===== src/rtl/tdc_pkg.sv =====
// Shared types and default widths for the TDC decoder back end.
package tdc_pkg;

  localparam int NTAPS_DEF       = 64;
  localparam int FINE_W_DEF      = 7;
  localparam int COARSE_W_DEF    = 16;
  localparam int DEAD_CYCLES_DEF = 2;
  localparam int FIFO_DEPTH_DEF  = 4;

  typedef enum logic [1:0] {
    IDLE    = 2'd0,
    CAPTURE = 2'd1,
    DEAD    = 2'd2
  } state_t;

  // Default-width view of one FIFO entry, ordered as stored: {coarse, fine, sat}.
  typedef struct packed {
    logic [COARSE_W_DEF-1:0] coarse;
    logic [FINE_W_DEF-1:0]   fine;
    logic                    sat;
  } timestamp_t;

endpackage


===== src/rtl/tdc_fifo.sv =====
// Synchronous timestamp FIFO; pointers carry an extra MSB to tell full from empty.
module tdc_fifo
  import tdc_pkg::*;
#(
  parameter int WIDTH = COARSE_W_DEF + FINE_W_DEF + 1,
  parameter int DEPTH = FIFO_DEPTH_DEF
) (
  input  logic             clk,
  input  logic             rst_n,
  input  logic             push,
  input  logic [WIDTH-1:0] wdata,
  input  logic             pop,
  output logic [WIDTH-1:0] rdata,
  output logic             empty,
  output logic             drop
);

  localparam int AW = $clog2(DEPTH);

  logic [WIDTH-1:0] mem [DEPTH];
  logic [AW:0]      wr_ptr;
  logic [AW:0]      rd_ptr;
  logic             full;
  logic             do_push;
  logic             do_pop;

  assign empty   = (wr_ptr == rd_ptr);
  assign full    = (wr_ptr[AW] != rd_ptr[AW]) && (wr_ptr[AW-1:0] == rd_ptr[AW-1:0]);
  assign do_pop  = pop && !empty;
  // A pop in the same cycle frees the slot, so a full FIFO still takes the push.
  assign do_push = push && (!full || do_pop);
  assign drop    = push && full && !do_pop;

  // NOTE: sequential state uses non-blocking assignments so every register samples pre-edge values.
  always_ff @(posedge clk or negedge rst_n) begin
    if (!rst_n) begin
      wr_ptr <= '0;
      rd_ptr <= '0;
    end else begin
      if (do_push) wr_ptr <= wr_ptr + 1'b1;
      if (do_pop)  rd_ptr <= rd_ptr + 1'b1;
    end
  end

  // NOTE: storage is not reset; the read port is masked while empty so stale data never shows.
  always_ff @(posedge clk) begin
    if (do_push) mem[wr_ptr[AW-1:0]] <= wdata;
  end

  assign rdata = empty ? '0 : mem[rd_ptr[AW-1:0]];

endmodule


===== src/rtl/tdc_decoder.sv =====
// TDC back end: tap sampling, hit FSM with dead time, popcount fine code,
// coarse counter and output FIFO with sticky overflow.
module tdc_decoder
  import tdc_pkg::*;
#(
  parameter int NTAPS       = NTAPS_DEF,
  parameter int FINE_W      = FINE_W_DEF,
  parameter int COARSE_W    = COARSE_W_DEF,
  parameter int DEAD_CYCLES = DEAD_CYCLES_DEF,
  parameter int FIFO_DEPTH  = FIFO_DEPTH_DEF
) (
  input  logic                       clk,
  input  logic                       iRst,
  input  logic                       iEnable,
  input  logic [NTAPS-1:0]           iTaps,
  input  logic                       iReady,
  input  logic                       iClrOvf,
  output logic                       oValid,
  output logic [COARSE_W+FINE_W-1:0] oTimestamp,
  output logic                       oSat,
  output logic                       oOverflow,
  output logic                       oBusy
);

  localparam int HALF   = NTAPS / 2;
  localparam int HALF_W = $clog2(HALF) + 1;
  localparam int DW     = COARSE_W + FINE_W + 1;
  localparam int CNT_W  = (DEAD_CYCLES > 1) ? $clog2(DEAD_CYCLES) : 1;

  logic [NTAPS-1:0]    taps_q;
  logic [COARSE_W-1:0] coarse;
  logic [COARSE_W-1:0] coarse_q;
  state_t              state;
  state_t              state_nxt;
  logic [CNT_W-1:0]    dead_cnt;
  logic [CNT_W-1:0]    dead_cnt_nxt;
  logic                busy_q;
  logic                hit;

  logic [HALF_W-1:0]   lo_cnt, hi_cnt;
  logic [HALF_W-1:0]   s1_lo, s1_hi;
  logic [COARSE_W-1:0] s1_coarse, s2_coarse;
  logic                s1_valid, s2_valid;
  logic [FINE_W-1:0]   fine_sum, s2_fine;
  logic                s2_sat;

  logic [DW-1:0]       head;
  logic                fifo_empty;
  logic                fifo_drop;
  logic                ovf_q;

  always_ff @(posedge clk or negedge iRst) begin
    if (!iRst) begin
      taps_q   <= '0;
      coarse_q <= '0;
      coarse   <= '0;
    end else begin
      taps_q   <= iTaps;
      coarse_q <= coarse;
      if (iEnable) coarse <= coarse + 1'b1;
    end
  end

  assign hit = (state == IDLE) && iEnable && taps_q[0];

  // NOTE: every always_comb output gets a default first so no path can infer a latch.
  always_comb begin
    state_nxt    = state;
    dead_cnt_nxt = dead_cnt;
    unique case (state)
      IDLE:    if (hit) state_nxt = CAPTURE;
      CAPTURE: begin
        state_nxt    = DEAD;
        dead_cnt_nxt = CNT_W'(DEAD_CYCLES - 1);
      end
      DEAD: begin
        // Leave only once the input stage has cleared the chain head.
        if (dead_cnt != '0)  dead_cnt_nxt = dead_cnt - 1'b1;
        else if (!taps_q[0]) state_nxt    = IDLE;
      end
      default: state_nxt = IDLE;
    endcase
  end

  always_ff @(posedge clk or negedge iRst) begin
    if (!iRst) begin
      state    <= IDLE;
      dead_cnt <= '0;
      busy_q   <= 1'b0;
    end else begin
      state    <= state_nxt;
      dead_cnt <= dead_cnt_nxt;
      busy_q   <= (state_nxt != IDLE);
    end
  end

  // Two half-width ones counters; counting rather than edge-finding absorbs bubbles.
  always_comb begin
    lo_cnt = '0;
    hi_cnt = '0;
    for (int i = 0; i < HALF; i++) begin
      lo_cnt = lo_cnt + HALF_W'(taps_q[i]);
      hi_cnt = hi_cnt + HALF_W'(taps_q[HALF+i]);
    end
  end

  assign fine_sum = FINE_W'(s1_lo) + FINE_W'(s1_hi);

  always_ff @(posedge clk or negedge iRst) begin
    if (!iRst) begin
      s1_valid  <= 1'b0;
      s1_lo     <= '0;
      s1_hi     <= '0;
      s1_coarse <= '0;
      s2_valid  <= 1'b0;
      s2_fine   <= '0;
      s2_sat    <= 1'b0;
      s2_coarse <= '0;
    end else begin
      s1_valid  <= hit;
      s1_lo     <= lo_cnt;
      s1_hi     <= hi_cnt;
      s1_coarse <= coarse_q;
      s2_valid  <= s1_valid;
      s2_fine   <= fine_sum;
      s2_sat    <= (fine_sum == FINE_W'(NTAPS));
      s2_coarse <= s1_coarse;
    end
  end

  tdc_fifo #(
    .WIDTH (DW),
    .DEPTH (FIFO_DEPTH)
  ) u_fifo (
    .clk   (clk),
    .rst_n (iRst),
    .push  (s2_valid),
    .wdata ({s2_coarse, s2_fine, s2_sat}),
    .pop   (iReady),
    .rdata (head),
    .empty (fifo_empty),
    .drop  (fifo_drop)
  );

  // A drop in the same cycle as a clear request keeps the flag set.
  always_ff @(posedge clk or negedge iRst) begin
    if (!iRst)          ovf_q <= 1'b0;
    else if (fifo_drop) ovf_q <= 1'b1;
    else if (iClrOvf)   ovf_q <= 1'b0;
  end

  assign oValid               = !fifo_empty;
  assign {oTimestamp, oSat}   = head;
  assign oOverflow            = ovf_q;
  assign oBusy                = busy_q;

endmodule


===== config.mk =====
export PLATFORM = sky130hd
export DESIGN_NAME = tdc_decoder
export DESIGN_NICKNAME = d
export VERILOG_FILES = /design/src/rtl/tdc_pkg.sv /design/src/rtl/tdc_fifo.sv /design/src/rtl/tdc_decoder.sv
export SDC_FILE = /design/constraint.sdc
export NUM_CORES = 1
export LEC_CHECK = 0
export ABC_AREA = 0
export CORE_MARGIN = 1
export CORE_UTILIZATION = 25
export DETAILED_ROUTE_END_ITERATION = 12
export SLEW_MARGIN = 30
export SYNTH_ARGS = -nofsm -noshare
export SYNTH_HDL_FRONTEND = slang
export SYNTH_SLANG_ARGS = --single-unit

===== constraint.sdc =====
create_clock -name clk -period 4.5 [get_ports clk]
set_clock_uncertainty 0.1 [all_clocks]
set_input_delay 0.45 -clock clk [delete_from_list [all_inputs] [get_ports clk]]
set_output_delay 0.45 -clock clk [all_outputs]
set_load 0.01 [all_outputs]

After elaboration in Yosys (flattened, before gate mapping)
Memories as Yosys holds them, arrays and structs flattened.
Cells that the tools add are included.
W data, S select, Z words.
- $add $sub $neg: 67
- multiply operators: 0
- div/mod/pow operators: 0
- magnitude comparators: 0
- equal/unequal tests: 6
- shift operators: 0
- muxes and demuxes: 11
- bitwise operators: 0
- reduce and logical (&&, ||, !) cells: 15
- operator list (kind ; count):
    $add A6 B1 Y6 ; 52
    $mux W24 ; 1
    $add A16 B1 Y16 const B ; 1
    $add A5 B1 Y6 ; 2
    $add A4 B1 Y5 ; 2
    $add A3 B1 Y4 ; 2
    $add A6 B6 Y7 ; 1
    $eq A7 B7 Y1 const B ; 1
    $logic_and A1 B1 Y1 ; 7
    $add A2 B1 Y3 ; 2
    $add A3 B1 Y3 const B ; 2
    $mux W2 ; 3
    $pmux W2 S3 ; 1
    $reduce_bool A2 Y1 ; 3
    $mux W1 ; 5
    $add A1 B1 Y2 ; 2
    $eq A3 B3 Y1 ; 1
    $logic_not A1 Y1 ; 3
    $eq A2 B1 Y1 const B ; 1
    $eq A2 B2 Y1 ; 1
    $eq A2 B2 Y1 const B ; 1
    $logic_not A2 Y1 ; 1
    $pmux W1 S2 ; 1
    $logic_or A1 B1 Y1 ; 1
    other kinds (2) ; 2
- register bits after elaboration: 161
- latch bits: 0
- bits in writable memories: 96
- ROM bits: 0
- input bits: 69
- output and inout port bits: 27
- logic and storage cells: 117
- memories: 1
- memory list (name ; depth ; width ; rd ports ; clocked after Yosys merged registers in ; wr ports ; line ; text):
    u_fifo.mem ; 4 ; 24 ; 1 ; 0 ; 1 ; tdc_fifo.sv:20 ; logic [WIDTH-1:0] mem [DEPTH];

Depth between registers and ports, before layout
- depth after elaboration: 31
- gate-level depth with buffers: 17
- depth with buffers taken out: 17

Modules after synthesis
Synthesis repeated with hierarchy kept, for this count alone.
- cell total of the unflattened synthesis: 588
- area total of the unflattened synthesis: 10146.0 um^2
- by module, submodules not included (module ; instances ; cells each ; area each (um^2) ; seq. area each (um^2)):
    tdc_decoder ; 1 ; 398 ; 6103.4 ; 3878.7
    tdc_fifo ; 1 ; 190 ; 4042.6 ; 3032.9

Least setup slack after synthesis
Ideal clock, no wire load.
- kind: register to register
- from: register taps_q[0]
- to: register s1_lo[5]
- library setup time: 119 ps
- arrival time: 4477 ps
- data required time: 4281 ps
- path slack: -196 ps
- stages on the path, launching flop included: 16
- path buffers: 0
- period minus slack after synthesis: 4696 ps
- cell sequence: dfrtp_1 inv_1 fa_1 inv_1 fa_1 fa_1 fa_1 fa_1 inv_1 fa_1 inv_1 ha_1 a21o_1 a21oi_1 nor2b_1 o21a_1
- cells in the longest elaborated chain, start to end: 31
- ends and longest elaborated chain (item ; line ; text):
    start: declaration ; tdc_decoder.sv:30 ; logic [NTAPS-1:0] taps_q;
    start signal: assignment ; tdc_decoder.sv:58 ; taps_q <= iTaps;
    $add A1 B1 Y2 ; tdc_decoder.sv:102 ; lo_cnt = lo_cnt + HALF_W'(taps_q[i]);
    $add A2 B1 Y3 ; tdc_decoder.sv:102 ;
    $add A3 B1 Y4 ; tdc_decoder.sv:102 ;
    $add A4 B1 Y5 ; tdc_decoder.sv:102 ;
    $add A5 B1 Y6 ; tdc_decoder.sv:102 ;
    $add A6 B1 Y6 (26 in a row) ; tdc_decoder.sv:102 ;
    named net lo_cnt[5] ; tdc_decoder.sv:40 ; logic [HALF_W-1:0] lo_cnt, hi_cnt;
    end signal: assignment ; tdc_decoder.sv:121 ; s1_lo <= lo_cnt;
    end: declaration ; tdc_decoder.sv:41 ; logic [HALF_W-1:0] s1_lo, s1_hi;
The timed path passes the listed nets, and every way through them passes these cells.
A chain may end at the register's enable or synchronous reset.

Worst setup path in the final report
- from: register taps_q[49]
- to: register s1_hi[4]
- cells in the longest elaborated chain, start to end: 15
- ends and longest elaborated chain (item ; line ; text):
    $add A6 B1 Y6 (15 in a row) ; tdc_decoder.sv:103 ; hi_cnt = hi_cnt + HALF_W'(taps_q[HALF+i]);
    named net hi_cnt[4] ; tdc_decoder.sv:40 ;
    end signal: assignment ; tdc_decoder.sv:122 ; s1_hi <= hi_cnt;
    end: declaration ; tdc_decoder.sv:41 ;
The timed path passes the listed nets, and every way through them passes these cells.

==> results.txt <==
Outcome - finished with violations
Failing checks - negative setup slack
Vias post-DR - 4683
Routed wire length - 16.0 mm
VDD IR max - 0.000336 V
Clock Path Buffers - 3
Synthesized Nets - 737
First-pass GRT wire length - 27.1 mm
Total GRT Usage - 8.20%
Detailed Place HPWL - 10.8 mm
Post-synthesis sequential area ratio - 67.9%
Final period utilization - 103%
Max Freq - 215 MHz
DP Cell Count - 1209
Non-Filler Instances - 1263
Syn avg cell area - 17.3 um2
Hold Fails Final Rpt - 0
Unique masters post-synth - 45
Max Fanout on Critical Path - 2
Die height - 204 um
Fin. max-slew vios - 0
Internal power - 6350 uW
Minimum clock period - 4.64 ns
Pwr dens - 715 nW/um2
Vias in the first global route - 5248
Antenna violations before repair - 1
Leakage - 0.00535 uW
Clock sink count - 257
RSZ-0062 raised after global routing - true
Final net count - 865
CTS tree - done
Total Power - 9200 uW
CP Launch Type - flop
Synth Register Bits - 257
Max Cap Violations - 0
Starting Density - 25.5%
Util after Layout - 32.2%
WP data required - 4.85 ns
Die X-Extent - 204 um
Slew @ Worst Pin - 0.860 ns
Area Growth Syn to Fin - 26.5%
Synth warn - 0
Vias/cell - 3.71
H-tree levels - 1
Register share of total power - 34.0%
Clk pwr share - 25.3%
Setup crit end kind - flop
Combinational share of power - 40.6%
Synthesized instance count - 589
I/O pin count - 96
Sw power - 2840 uW
Post-Syn Area - 10200 um2
ANT cells - 0
Reg2Reg Depth - 15
Sw frac - 30.9%
Drt pass-1 iters - 4
Std-Cell Rows - 73
Port Buffers - 95
Full die area - 41500 um2
DRT antenna net count - 0
# DRC - 0
Core region area - 39900 um2
Pin count of the biggest net entering global routing - 112
Worst slew margin - 42.5%
Hold path cells - 0
CTS Buf Count - 27
HP Class - flop to flop
Final setup violation count - 5
Setup ws final - -0.141 ns
Remaining global-route overflow - 0
CTS Root Cell - clkbuf_16
Worst Path Arrival - 4.99 ns
Wirelength per Cell - 12.7 um
GPL Wtd Cong - 0.694
CTS clk-pin slew, worst paths - 0.06 ns
Clk_lat worst skew - 0.53 ns
Layout cells sized above 1 - 16.9%
Iter 0 DRT Violations - 163
Critical path class - flop to flop
-- registers in the layout (all words and copies together) (netlist names) --
name	count
state	2
dead_cnt	1
oBusy	1
coarse	16
u_fifo.wr_ptr	3
coarse_q	16
u_fifo.rd_ptr	3
s2_coarse	16
s2_valid	1
oOverflow	1
s1_coarse	16
taps_q	64
s1_hi	6
s1_lo	6
s1_valid	1
u_fifo.mem	96
s2_sat	1
s2_fine	7
-- worst max-delay path: stages (launching register included) --
cell and delay (ns):
dfrtp_1 0.38, fa_1 0.55, inv_2 0.04, fa_1 0.50, inv_1 0.05, fa_1 0.47
inv_1 0.05, fa_1 0.45, fa_1 0.49, fa_1 0.51, inv_2 0.05, ha_4 0.16
fa_2 0.35, a21o_1 0.17, a21oi_2 0.13, xnor2_1 0.12
-- cell type report --
cell class	instances	area, um2
well taps	525	657
repair buffers	109	1070
flip-flops and latches	257	6910
multi-input cells	234	2940
clock buffers	33	749
inverters	88	330
clock inverters	17	204
fillers	3873	27000
-- logic make-up (layout without fill, tap and decap cells) --
family,Yosys count,count (layout),share of synthesized area [%]
flops,257,257,67.9
simple gates,68,68,3.95
compound gates,29,29,2.17
fa+ha+maj,79,79,13.3
mux,28,28,5.78
buf+inv,98,247,4.02
xor+xnor,30,30,2.80
-- cell usage after synthesis --
| library cell | instances | area share (%) |
|---|---|---|
| o311ai_0 | 1 | 0.086 |
| nand2_1 | 6 | 0.22 |
| inv_1 | 88 | 3.2 |
| a311oi_1 | 1 | 0.086 |
| buf_2 | 3 | 0.15 |
| or3b_1 | 1 | 0.086 |
| a2111o_1 | 1 | 0.11 |
| nor2_1 | 9 | 0.33 |
| or3_1 | 1 | 0.062 |
| o211ai_1 | 1 | 0.074 |
| and2_1 | 17 | 1.0 |
| nand4_1 | 5 | 0.31 |
| o41ai_4 | 1 | 0.27 |
| xor2_2 | 2 | 0.32 |
| mux2_1 | 1 | 0.11 |
| a211o_1 | 1 | 0.086 |
| mux2i_1 | 1 | 0.098 |
| o21a_1 | 3 | 0.22 |
| o211a_1 | 1 | 0.098 |
| xnor2_1 | 18 | 1.5 |
| and3_1 | 3 | 0.18 |
| a21oi_1 | 8 | 0.39 |
| fa_1 | 49 | 9.6 |
| xor2_1 | 9 | 0.77 |
| a21boi_0 | 1 | 0.074 |
| o21ai_0 | 4 | 0.20 |
| nor3_1 | 3 | 0.15 |
| nor2b_1 | 3 | 0.18 |
| nand2_4 | 1 | 0.11 |
| clkbuf_1 | 2 | 0.074 |
| mux2_4 | 1 | 0.15 |
| a21o_1 | 4 | 0.30 |
| mux4_2 | 24 | 5.3 |
| dfrtp_1 | 161 | 40 |
| nand3_1 | 7 | 0.34 |
| or2_2 | 2 | 0.12 |
| ha_1 | 30 | 3.7 |
| and2_4 | 7 | 0.60 |
| xnor2_2 | 1 | 0.16 |
| o31a_1 | 2 | 0.17 |
| mux2_2 | 1 | 0.11 |
| edfxtp_1 | 96 | 28 |
| buf_6 | 5 | 0.55 |
| nor4_1 | 2 | 0.12 |
| nor3b_1 | 1 | 0.074 |
-- cell usage in the layout (no fill, tap or decap), types with 3 or more instances in the layout --
cell type        count
dfrtp_1            161
edfxtp_1            96
clkdlybuf4s50_1     94
inv_1               82
fa_1                43
ha_1                28
clkbuf_16           28
mux4_2              24
and2_1              17
xnor2_1             16
buf_4               11
xor2_1               9
and2_4               7
nand3_1              7
inv_2                6
nand2_1              6
fa_2                 6
clkinv_2             6
nor2_1               5
nand4_1              5
o21ai_0              4
a21oi_1              4
a21o_1               4
a21oi_2              4
nor2_4               4
bufinv_16            4
o21a_1               3
and3_1               3
nor2b_1              3
xnor2_2              3
nor3_1               3
inv_6                3
clkbuf_8             3
-- routing by layer --
metal,global-route usage [%],routed length [um]
met1,10.4,6960
met2,13.7,7740
met3,2.00,972
met4,2.85,357
met5,0,13
-- timing repair --
action                                  4_1_cts  5_1_grt
endpoints found under the setup margin        8        9
buffers inserted                              3        0
resized for setup                             6        6
endpoints found under the hold margin       109        0
hold buffers                                  1        0
pin swaps                                    12       14
-- power groups by stage --
stage          registers (uW)  logic (uW)  clock network [uW]
2_1_floorplan            3100        2490                   0
3_5_place_dp             3180        3600                   0
4_1_cts                  3140        3770                2410
5_1_grt                  3180        4250                2500
6_report                 3130        3740                2330
3_3_place_gp             3160        3540                   0
-- worst paths after layout --
path                           endpoint  slack, ns    startpoint
max                            s1_hi[4]      -0.14    taps_q[49]
min                        s2_coarse[2]       0.24  s1_coarse[2]
max reg2reg                    s1_hi[4]      -0.14    taps_q[49]
min reg2reg                s2_coarse[2]       0.24  s1_coarse[2]
max in group asynchronous  coarse_q[11]       2.90          iRst
min in group asynchronous    taps_q[19]       0.47          iRst
-- through the flow --
step	TNS (ns)	hold slack, ns	worst slack [ns]	area (um2)
3_5_place_dp	-0.508	0.235	-0.137	11800
4_1_cts	-0.464	0.223	-0.143	12900
2_1_floorplan	-0.0281	0.0544	-0.0281	10200
3_3_place_gp	-0.328	0.233	-0.0964	11800
6_report	-0.377	0.243	-0.141	12900
5_1_grt	-1.60	0.224	-0.305	12900
Note: power is estimated with default switching activity, not from simulation.
